`src/rtl/axi4_globals_pkg.sv`:
```
// Shared AXI4 encodings and the write-responder FSM state type.
package axi4_globals_pkg;

  typedef enum logic [1:0] {
    BURST_FIXED    = 2'b00,
    BURST_INCR     = 2'b01,
    BURST_WRAP     = 2'b10,
    BURST_RESERVED = 2'b11
  } burst_t;

  typedef enum logic [2:0] {
    SIZE_1B, SIZE_2B, SIZE_4B, SIZE_8B, SIZE_16B, SIZE_32B, SIZE_64B, SIZE_128B
  } size_t;

  typedef enum logic [1:0] {
    RESP_OKAY   = 2'b00,
    RESP_EXOKAY = 2'b01,
    RESP_SLVERR = 2'b10,
    RESP_DECERR = 2'b11
  } resp_t;

  typedef enum logic [1:0] {
    IDLE,
    DATA,
    RESP
  } state_t;

endpackage

```
`src/rtl/axi4_burst_addr_gen.sv`:
```
// Combinational next-beat address for FIXED / INCR / WRAP bursts.
module axi4_burst_addr_gen
  import axi4_globals_pkg::*;
#(
  parameter int ADDRESS_WIDTH = 32
) (
  input  logic [ADDRESS_WIDTH-1:0] addr,
  input  logic [2:0]               size,
  input  logic [7:0]               len,
  input  logic [1:0]               burst,
  output logic [ADDRESS_WIDTH-1:0] next_addr
);
  logic [ADDRESS_WIDTH-1:0] w_step, w_mask, w_incr;

  assign w_step = ADDRESS_WIDTH'(1) << size;
  // Wrap window is (len+1) beats; only meaningful when that is a power of two.
  assign w_mask = ((ADDRESS_WIDTH'(len) + ADDRESS_WIDTH'(1)) << size) - ADDRESS_WIDTH'(1);
  assign w_incr = addr + w_step;

  always_comb begin
    next_addr = addr;
    case (burst_t'(burst))
      BURST_INCR: next_addr = w_incr;
      BURST_WRAP: next_addr = (addr & ~w_mask) | (w_incr & w_mask);
      default:    next_addr = addr;
    endcase
  end

endmodule

```
`src/rtl/axi4_slave_write_responder.sv`:
```
// AXI4 slave write path: one AW burst at a time, beats streamed to a memory port, then B.
// Optional wlast mismatch reporting is enabled by defining AXI4_WLAST_CHECK_EN.
module axi4_slave_write_responder
  import axi4_globals_pkg::*;
#(
  parameter int              ADDRESS_WIDTH = 32,
  parameter int              DATA_WIDTH    = 32,
  parameter longint unsigned MIN_ADDRESS   = 0,
  parameter longint unsigned MAX_ADDRESS   = 'h2FFF
) (
  input  logic                      aclk,
  input  logic                      areset,
  input  logic [15:0]               awid,
  input  logic [ADDRESS_WIDTH-1:0]  awaddr,
  input  logic [7:0]                awlen,
  input  logic [2:0]                awsize,
  input  logic [1:0]                awburst,
  input  logic                      awvalid,
  output logic                      awready,
  input  logic [DATA_WIDTH-1:0]     wdata,
  input  logic [DATA_WIDTH/8-1:0]   wstrb,
  input  logic                      wlast,
  input  logic                      wvalid,
  output logic                      wready,
  output logic [15:0]               bid,
  output logic [1:0]                bresp,
  output logic                      bvalid,
  input  logic                      bready,
  output logic                      mem_we,
  output logic [ADDRESS_WIDTH-1:0]  mem_addr,
  output logic [DATA_WIDTH-1:0]     mem_wdata,
  output logic [DATA_WIDTH/8-1:0]   mem_wstrb
);
  localparam logic [2:0]               MAX_SIZE = 3'($clog2(DATA_WIDTH/8));
  localparam logic [ADDRESS_WIDTH-1:0] LO       = ADDRESS_WIDTH'(MIN_ADDRESS);
  localparam logic [ADDRESS_WIDTH-1:0] HI       = ADDRESS_WIDTH'(MAX_ADDRESS);

  // Single modular compare avoids a constant compare when MIN_ADDRESS is 0.
  function automatic logic in_range(input logic [ADDRESS_WIDTH-1:0] a);
    return (a - LO) <= (HI - LO);
  endfunction

  state_t                   r_state;
  logic                     r_awready, r_wready, r_bvalid, r_wr_en;
  logic [15:0]              r_bid;
  resp_t                    r_bresp;
  logic [ADDRESS_WIDTH-1:0] r_addr;
  logic [7:0]               r_len, r_cnt;
  logic [2:0]               r_size;
  burst_t                   r_burst;

  logic                     w_beat, w_is_last, w_slverr, w_decerr, w_wrap_bad;
  logic [ADDRESS_WIDTH-1:0] w_next_addr, w_span, w_wmask, w_last_addr;
  logic                     w_unused_wlast;

  assign w_unused_wlast = wlast;
  assign w_beat    = r_wready & wvalid;
  assign w_is_last = (r_cnt == r_len);

  // Burst legality and decode, evaluated on the raw AW fields.
  assign w_wrap_bad = (awburst == BURST_WRAP) &&
                      !(awlen == 8'd1 || awlen == 8'd3 || awlen == 8'd7 || awlen == 8'd15);
  assign w_slverr   = (awburst == BURST_RESERVED) || (awsize > MAX_SIZE) || w_wrap_bad;
  assign w_span     = ADDRESS_WIDTH'(awlen) << awsize;
  assign w_wmask    = ((ADDRESS_WIDTH'(awlen) + ADDRESS_WIDTH'(1)) << awsize) - ADDRESS_WIDTH'(1);

  always_comb begin
    w_last_addr = awaddr;
    case (burst_t'(awburst))
      BURST_INCR: w_last_addr = awaddr + w_span;
      BURST_WRAP: w_last_addr = (awaddr & ~w_wmask) | ((awaddr + w_span) & w_wmask);
      default:    w_last_addr = awaddr;
    endcase
  end

  assign w_decerr = !in_range(awaddr) || !in_range(w_last_addr);

  axi4_burst_addr_gen #(.ADDRESS_WIDTH(ADDRESS_WIDTH)) u_addr_gen (
    .addr      (r_addr),
    .size      (r_size),
    .len       (r_len),
    .burst     (r_burst),
    .next_addr (w_next_addr)
  );

  always_ff @(posedge aclk or posedge areset) begin
    if (areset) begin
      r_state   <= IDLE;
      r_awready <= 1'b0;
      r_wready  <= 1'b0;
      r_bvalid  <= 1'b0;
      r_wr_en   <= 1'b0;
      r_bid     <= '0;
      r_bresp   <= RESP_OKAY;
      r_addr    <= '0;
      r_len     <= '0;
      r_cnt     <= '0;
      r_size    <= '0;
      r_burst   <= BURST_FIXED;
    end else begin
      case (r_state)
        IDLE: begin
          r_awready <= 1'b1;
          if (awvalid && r_awready) begin
            r_awready <= 1'b0;
            r_wready  <= 1'b1;
            r_state   <= DATA;
            r_bid     <= awid;
            r_addr    <= awaddr;
            r_len     <= awlen;
            r_size    <= awsize;
            r_burst   <= burst_t'(awburst);
            r_cnt     <= '0;
            r_wr_en   <= !(w_decerr || w_slverr);
            r_bresp   <= w_decerr ? RESP_DECERR : (w_slverr ? RESP_SLVERR : RESP_OKAY);
          end
        end
        DATA: begin
          if (w_beat) begin
            r_addr <= w_next_addr;
            r_cnt  <= r_cnt + 8'd1;
`ifdef AXI4_WLAST_CHECK_EN
            if ((wlast != w_is_last) && (r_bresp == RESP_OKAY))
              r_bresp <= RESP_SLVERR;
`endif
            if (w_is_last) begin
              r_wready <= 1'b0;
              r_bvalid <= 1'b1;
              r_state  <= RESP;
            end
          end
        end
        RESP: begin
          if (bready) begin
            r_bvalid  <= 1'b0;
            r_awready <= 1'b1;
            r_state   <= IDLE;
          end
        end
        default: r_state <= IDLE;
      endcase
    end
  end

  assign awready   = r_awready;
  assign wready    = r_wready;
  assign bvalid    = r_bvalid;
  assign bid       = r_bid;
  assign bresp     = r_bresp;
  assign mem_we    = w_beat & r_wr_en;
  assign mem_addr  = r_addr;
  assign mem_wdata = w_beat ? wdata : '0;
  assign mem_wstrb = w_beat ? wstrb : '0;

endmodule

```
`config.mk`:
```
export PLATFORM = sky130hd
export DESIGN_NAME = axi4_slave_write_responder
export DESIGN_NICKNAME = d
export VERILOG_FILES = /design/src/rtl/axi4_globals_pkg.sv /design/src/rtl/axi4_burst_addr_gen.sv /design/src/rtl/axi4_slave_write_responder.sv
export SDC_FILE = /design/constraint.sdc
export NUM_CORES = 1
export LEC_CHECK = 0
export ABC_AREA = 1
export BUFFER_PORTS_ARGS = -buffer_cell sky130_fd_sc_hd__buf_2
export CAP_MARGIN = 20
export CORE_MARGIN = 5
export CORE_UTILIZATION = 33
export CTS_BUF_LIST = sky130_fd_sc_hd__clkbuf_8
export DETAILED_ROUTE_END_ITERATION = 7
export HOLD_SLACK_MARGIN = 0.06
export PLACE_DENSITY = 0.54
export SYNTH_ARGS = -nofsm -noshare
export SYNTH_HDL_FRONTEND = slang
export SYNTH_SLANG_ARGS = --single-unit
```
`constraint.sdc`:
```
create_clock -name aclk -period 4.4 [get_ports aclk]
set_input_delay 0.44 -clock aclk [delete_from_list [all_inputs] [get_ports aclk]]
set_output_delay 0.44 -clock aclk [all_outputs]
set_load 0.01 [all_outputs]
```
-- Word-level counts from Yosys, hierarchy flattened
Index checks and enable logic that the tools add are counted.
- logic and storage cells: 105
- memories kept: 0
- bits in writable memories: 0
- input bits: 103
- bits in latches: 0
- output and inout bits: 90
- flip-flop bits (word level): 77
- ROM bits: 0
- bitwise operators: 10
- $lt $le $gt $ge: 3
- shifts and indexed selects: 4
- mux-type cells: 28
- reductions and logical operators: 24
- eq/ne operators: 17
- add/sub/neg operators: 7
- div/mod/pow operators: 0
- $mul: 0
- operator list (operator ; number):
    one-hot mux 32 bit (2 select lines) ; 3
    bitwise AND 32 bit ; 4
    2-to-1 mux 32 bit ; 3
    adder 32 bit ; 2
    <= comparator 32 x 14 -> 1 bit, second input constant ; 2
    NOT 32 bit ; 2
    OR 32 bit ; 2
    subtractor 32 x 1 -> 32 bit, second input constant ; 2
    left shift 1 x 3 -> 32 bit, first input constant ; 1
    left shift 32 x 3 -> 32 bit ; 1
    left shift 8 x 3 -> 32 bit ; 1
    left shift 9 x 3 -> 32 bit ; 1
    adder 8 x 1 -> 9 bit, second input constant ; 2
    2-to-1 mux 8 bit ; 2
    one-hot mux 8 bit (2 select lines) ; 1
    AND reduction 4 bit ; 4
    2-to-1 mux 2 bit ; 6
    adder 8 x 1 -> 8 bit, second input constant ; 1
    == test 2 bit, second input constant ; 4
    == test 8 x 1 -> 1 bit, second input constant ; 1
    == test 8 x 2 -> 1 bit, second input constant ; 1
    == test 8 x 3 -> 1 bit, second input constant ; 1
    == test 8 x 4 -> 1 bit, second input constant ; 1
    == test 8 bit ; 1
    other kinds (16) ; 44

-- Longest topological paths before layout
- depth after elaboration: 12
- mapped depth: 32
- mapped depth without buffers: 30

-- Cells and area by module
From an unflattened synthesis, not the netlist that was laid out.
- cells, all modules: 1770
- area total of the unflattened synthesis: 10193.5 um2
- by module, submodules not included (module ; area each (um2) ; seq. area each (um2) ; cells an instance ; times used):
    axi4_slave_write_responder ; 7038.0 ; 1926.8 ; 1136 ; 1
    axi4_burst_addr_gen ; 3155.5 ; 0.0 ; 634 ; 1

-- Worst setup path before layout
Ideal clock, no wire load.
- kind: input -> register
- start: in awsize[0]
- end: reg r_bresp[1] (netlist: bresp[1])
- slack: 0.940 ns
- stages: 26
- path buffers: 3
- library setup time: 0.113 ns
- arrival time: 3.347 ns
- required time: 4.287 ns
- path through: buf_2 -> clkbuf_1 -> clkbuf_1 -> o21ai_0 -> o21ai_0 -> o21ai_0 -> ha_1 -> nand2_1 -> nor4_1 -> nand2_1 -> nand2_1 -> nand2_1 -> nor2_1 -> nand2_1 -> nand2_1 -> nand3_1 -> nor2_1 -> nand2_1 -> nand2_1 -> nand2_1 -> a21oi_1 -> nand2_1 -> nand2_1 -> nand3_1 -> nand2_1 -> inv_1
- cells in the longest elaborated chain, start to end: 10
- elaborated cells on any way between the ends: 17
- those cells by class: add/sub: 2; order compare: 2; shift: 2; mux: 3; bitwise: 4; reduce/logical: 4
- ends and longest elaborated chain (element ; RTL line ; source):
    start, declared ; axi4_slave_write_responder.sv:16 ; input logic [2:0] awsize,
    left shift 9 x 3 -> 32 bit ; axi4_slave_write_responder.sv:65 ; assign w_wmask = ((ADDRESS_WIDTH'(awlen) + ADDRESS_WIDTH'(1)) << awsize) - ADDRESS_WIDTH'(1);
    subtractor 32 x 1 -> 32 bit ; axi4_slave_write_responder.sv:65 ;
    NOT 32 bit ; axi4_slave_write_responder.sv:71 ; BURST_WRAP: w_last_addr = (awaddr & ~w_wmask) | ((awaddr + w_span) & w_wmask);
    bitwise AND 32 bit ; axi4_slave_write_responder.sv:71 ;
    OR 32 bit ; axi4_slave_write_responder.sv:71 ;
    one-hot mux 32 bit (2 select lines) ; axi4_slave_write_responder.sv:69 ; case (burst_t'(awburst))
    <= comparator 32 x 14 -> 1 bit ; axi4_slave_write_responder.sv:40 ; return (a - LO) <= (HI - LO);
    zero test 1 bit ; axi4_slave_write_responder.sv:76 ; assign w_decerr = !in_range(awaddr) || !in_range(w_last_addr);
    logical OR 1 bit ; axi4_slave_write_responder.sv:76 ;
    2-to-1 mux 2 bit (*) ; axi4_slave_write_responder.sv:115 ; r_bresp <= w_decerr ? RESP_DECERR : (w_slverr ? RESP_SLVERR : RESP_OKAY);
    end signal, assigned ; axi4_slave_write_responder.sv:115 ;
    end, declared ; axi4_slave_write_responder.sv:46 ; resp_t r_bresp;
Every way passes the cells marked *; elsewhere a longest branch is shown, timed or not.
A chain may end at the register's enable or synchronous reset.

==> out/results.tsv <==
stage	metric	value	unit
status	status	completed	
floorplan	core_area	0.0259	mm²
global_routing	grt_pass1_vias	9262	
critical_path	crit_slowest_cell	dfrtp_1	
synthesis	synth_common_cells	490 x nand2_1, 198 x inv_1, 151 x nor2_1	
global_routing	grt_start_max_net_pins	43	
power	power_density	275	mW/mm²
synthesis	synthArstFlopShare	1.00	
synthesis	synth_cell_types	59	
timing	tns	0	ns
cts	cts_resized	0	
synthesis	synth_top_area_share	0.223	
timing	finalSetupViolCount	0	
synthesis	synth_seq_area_share	0.223	
place	dp_hpwl	23700	µm
cts	cts_buffer_depth	2	
critical_path	cpMostUsedCell	nand2_1	
final_layout	drive_above_1_share	0.163	
place	pre_cts_ws	0.460	ns
power	leakage	5.69	nW
routing	wl_per_cell	14.7	µm
final_layout	stdcell_count	1988	
cts	insertion_delay	0.40	ns
routing	postRouteWirelength	29200	µm
synthesis	synth_area	0.00864	mm²
critical_path	critPathMaxFanout	12	
critical_path	path_cells	inv_1 > nand2_1 > nor2_1 > inv_1 > fa_1 > inv_1 > nand2_1 > inv_1 > nand2_1 > nand2_1 > nand2_1 > nand2_1 > inv_1 > nor2_1 > nand4_1 > nor3_2 > inv_1 > nor4_2 > xor2_1 > nand2_1 > nand2_1 > nand2_1 > nand2_1	
cts	clk_pin_slew	0.10	ns
timing	max_slew.worst_pin.slew	0.928	ns
critical_path	critPathKind	register to register	
floorplan	dieArea	0.0295	mm²
cts	h-tree-depth	3	
routing	viasPerCell	4.89	
routing	postRouteAntennaNets	0	
final_layout	nets	1788	
critical_path	worstSetupStartpointType	register	
global_routing	grt_pass1_wl	47300	µm
final_layout	regArea	0.00193	mm²
critical_path	cp-end-kind	register	
synthesis	yosys.area.top_type	dfrtp_1	
global_routing	grt_usage	0.199	
place	routabilityCongestion	0.912	
min_path	hp-class	primary input to asynchronous set/reset pin	
timing	fmax	270	MHz
cts	cts_hold_buf	0	
cts	root_buffer	clkbuf_8	
timing	slew_headroom	0.381	
timing	finalHoldViolCount	0	
final_layout	area_delta_synth_final	17.5	%
critical_path	cp.required	4.74	ns
cts	cts_tree	built	
routing	firstDrtPassIters	5	
final_layout	fillers	2910	
timing	whs	0.129	ns
final_layout	multi_input_area	0.00577	mm²
power	peakVddDrop	202	µV
floorplan	dieWidth	172	µm
place	dp.cells	1972	
synthesis	syn_area_per_cell	5.85	µm²
floorplan	ios	193	
floorplan	rows	59	
synthesis	synth_edf_count	0	
floorplan	initial_core_util	0.333	
timing	fin_crit_sh	0.843	
timing	rsz0062_at_grt	no	
global_routing	antenna_found_initial	0	
flow_run	drv_cap	0	
global_routing	overflow	0	
cts	postCtsSetupBuffers	0	
routing	drt_drc_violations_left	0	
critical_path	cpPeakStageDelay	0.55	ns
critical_path	r2r_setup_slack	0.69	ns
synthesis	yosysMostFrequentCell	nand2_1	
cts	cts.sinks	77	
final_layout	num_antenna_cells	0	
routing	drtIter0Drc	676	
synthesis	netlist_instances	1476	
timing	setup_slack	0.691	ns
place	portBuffers	191	
synthesis	yosysWarnings	0	
routing	via_count	9713	
timing	period_minus_slack	3.71	ns
timing	drv_slew	0	
final_layout	finalCoreUtilization	0.392	
critical_path	crit_arrival	4.04	ns
floorplan	die_h	172	µm
timing	finClkSkew	0.0149	ns
synthesis	synthTopCellsByArea	dfrtp_1 22%, nand2_1 21%, inv_1 8.6%	
synthesis	syn_nets	1616	
synthesis	synthFlopType	dfrtp_1	
cts	numCtsBuffers	9	
synthesis	ys_ff_latch	77	
## report_power, final
group	switching (mW)	leakage, nW	total [mW]	internal [mW]
registers	0.128	0.951	0.944	0.817
clock network	0.363	0.104	0.592	0.229
logic	0.804	4.63	1.25	0.451
## metrics by stage
step | area, µm² | power (mW)
floorplan | 8640 | 1.81
global placement | 9950 | 2.21
detailed placement | 9950 | 2.22
CTS | 10200 | 2.82
global route | 10200 | 3.03
finish | 10200 | 2.79
## worst max-delay path, delay by kind of cell, from the launching register on
kind / cells / cell delay [ns]
xor+xnor: 1 / 0.17
fa+ha+maj: 1 / 0.39
buf+inv: 6 / 0.77
flops: 1 / 0.55
simple gates: 15 / 1.76
## area by class of cell
cell class,instances,share of cell area
repair buffers,205,0.105
flip-flops and latches,77,0.190
well taps,335,0.0413
clock inverters,7,0.00801
inverters,203,0.0757
multi-input cells,1152,0.569
clock buffers,9,0.0122
## final timing paths
path | from | endpoint | cells after the start
setup / recovery | r_size[1] | register | 23
hold / removal | areset | r_state[0] | 2
setup reg to reg | r_size[1] | register | 23
hold reg to reg | bid[1] | bid[1] | 2
max in group asynchronous | areset | r_size[1] | 3
min in group aclk | awid[0] | bid[0] | 3
## layout by cell type (no fill, tap or decap), types with 3 or more instances in the layout
cell type / n
a22oi_1: 3
o21ai_0: 85
nand4_1: 26
nand2_1: 490
dfrtp_1: 77
nand2_2: 7
nor2_4: 3
xnor2_1: 6
buf_4: 14
inv_6: 3
nor2_1: 150
a31oi_1: 4
a21oi_1: 55
ha_1: 35
or2_2: 5
inv_1: 197
nand3b_1: 5
xor2_1: 19
o21ai_2: 5
inv_2: 4
mux2i_1: 9
buf_2: 191
nand3_1: 129
o21bai_1: 4
o21ai_1: 12
o211ai_1: 5
o31ai_1: 3
a21o_1: 4
nor4_1: 15
nor2_2: 6
nor3_1: 29
clkbuf_8: 9
o21ai_4: 3
## routing by layer
layer	vias to the layer above	track usage	routed length, µm
met4	0	0.0359	289
li1	5089	-	-
met1	4374	0.281	14200
met5	-	0	0
met3	22	0.0255	1410
met2	228	0.330	13300
## cells by family (layout without fill, tap and decap cells)
logic type | after synthesis | count (layout) | synth area share
AND/OR/NAND/NOR | 883 | 883 | 0.441
buffers and inverters | 247 | 424 | 0.110
AO/OA/AOI/OAI | 196 | 196 | 0.131
flip-flops | 77 | 77 | 0.223
adder cells (fa/ha/maj) | 37 | 37 | 0.0553
XOR/XNOR | 26 | 26 | 0.0272
multiplexers | 10 | 10 | 0.0117
No activity file was read; power rests on OpenSTA's default activity.
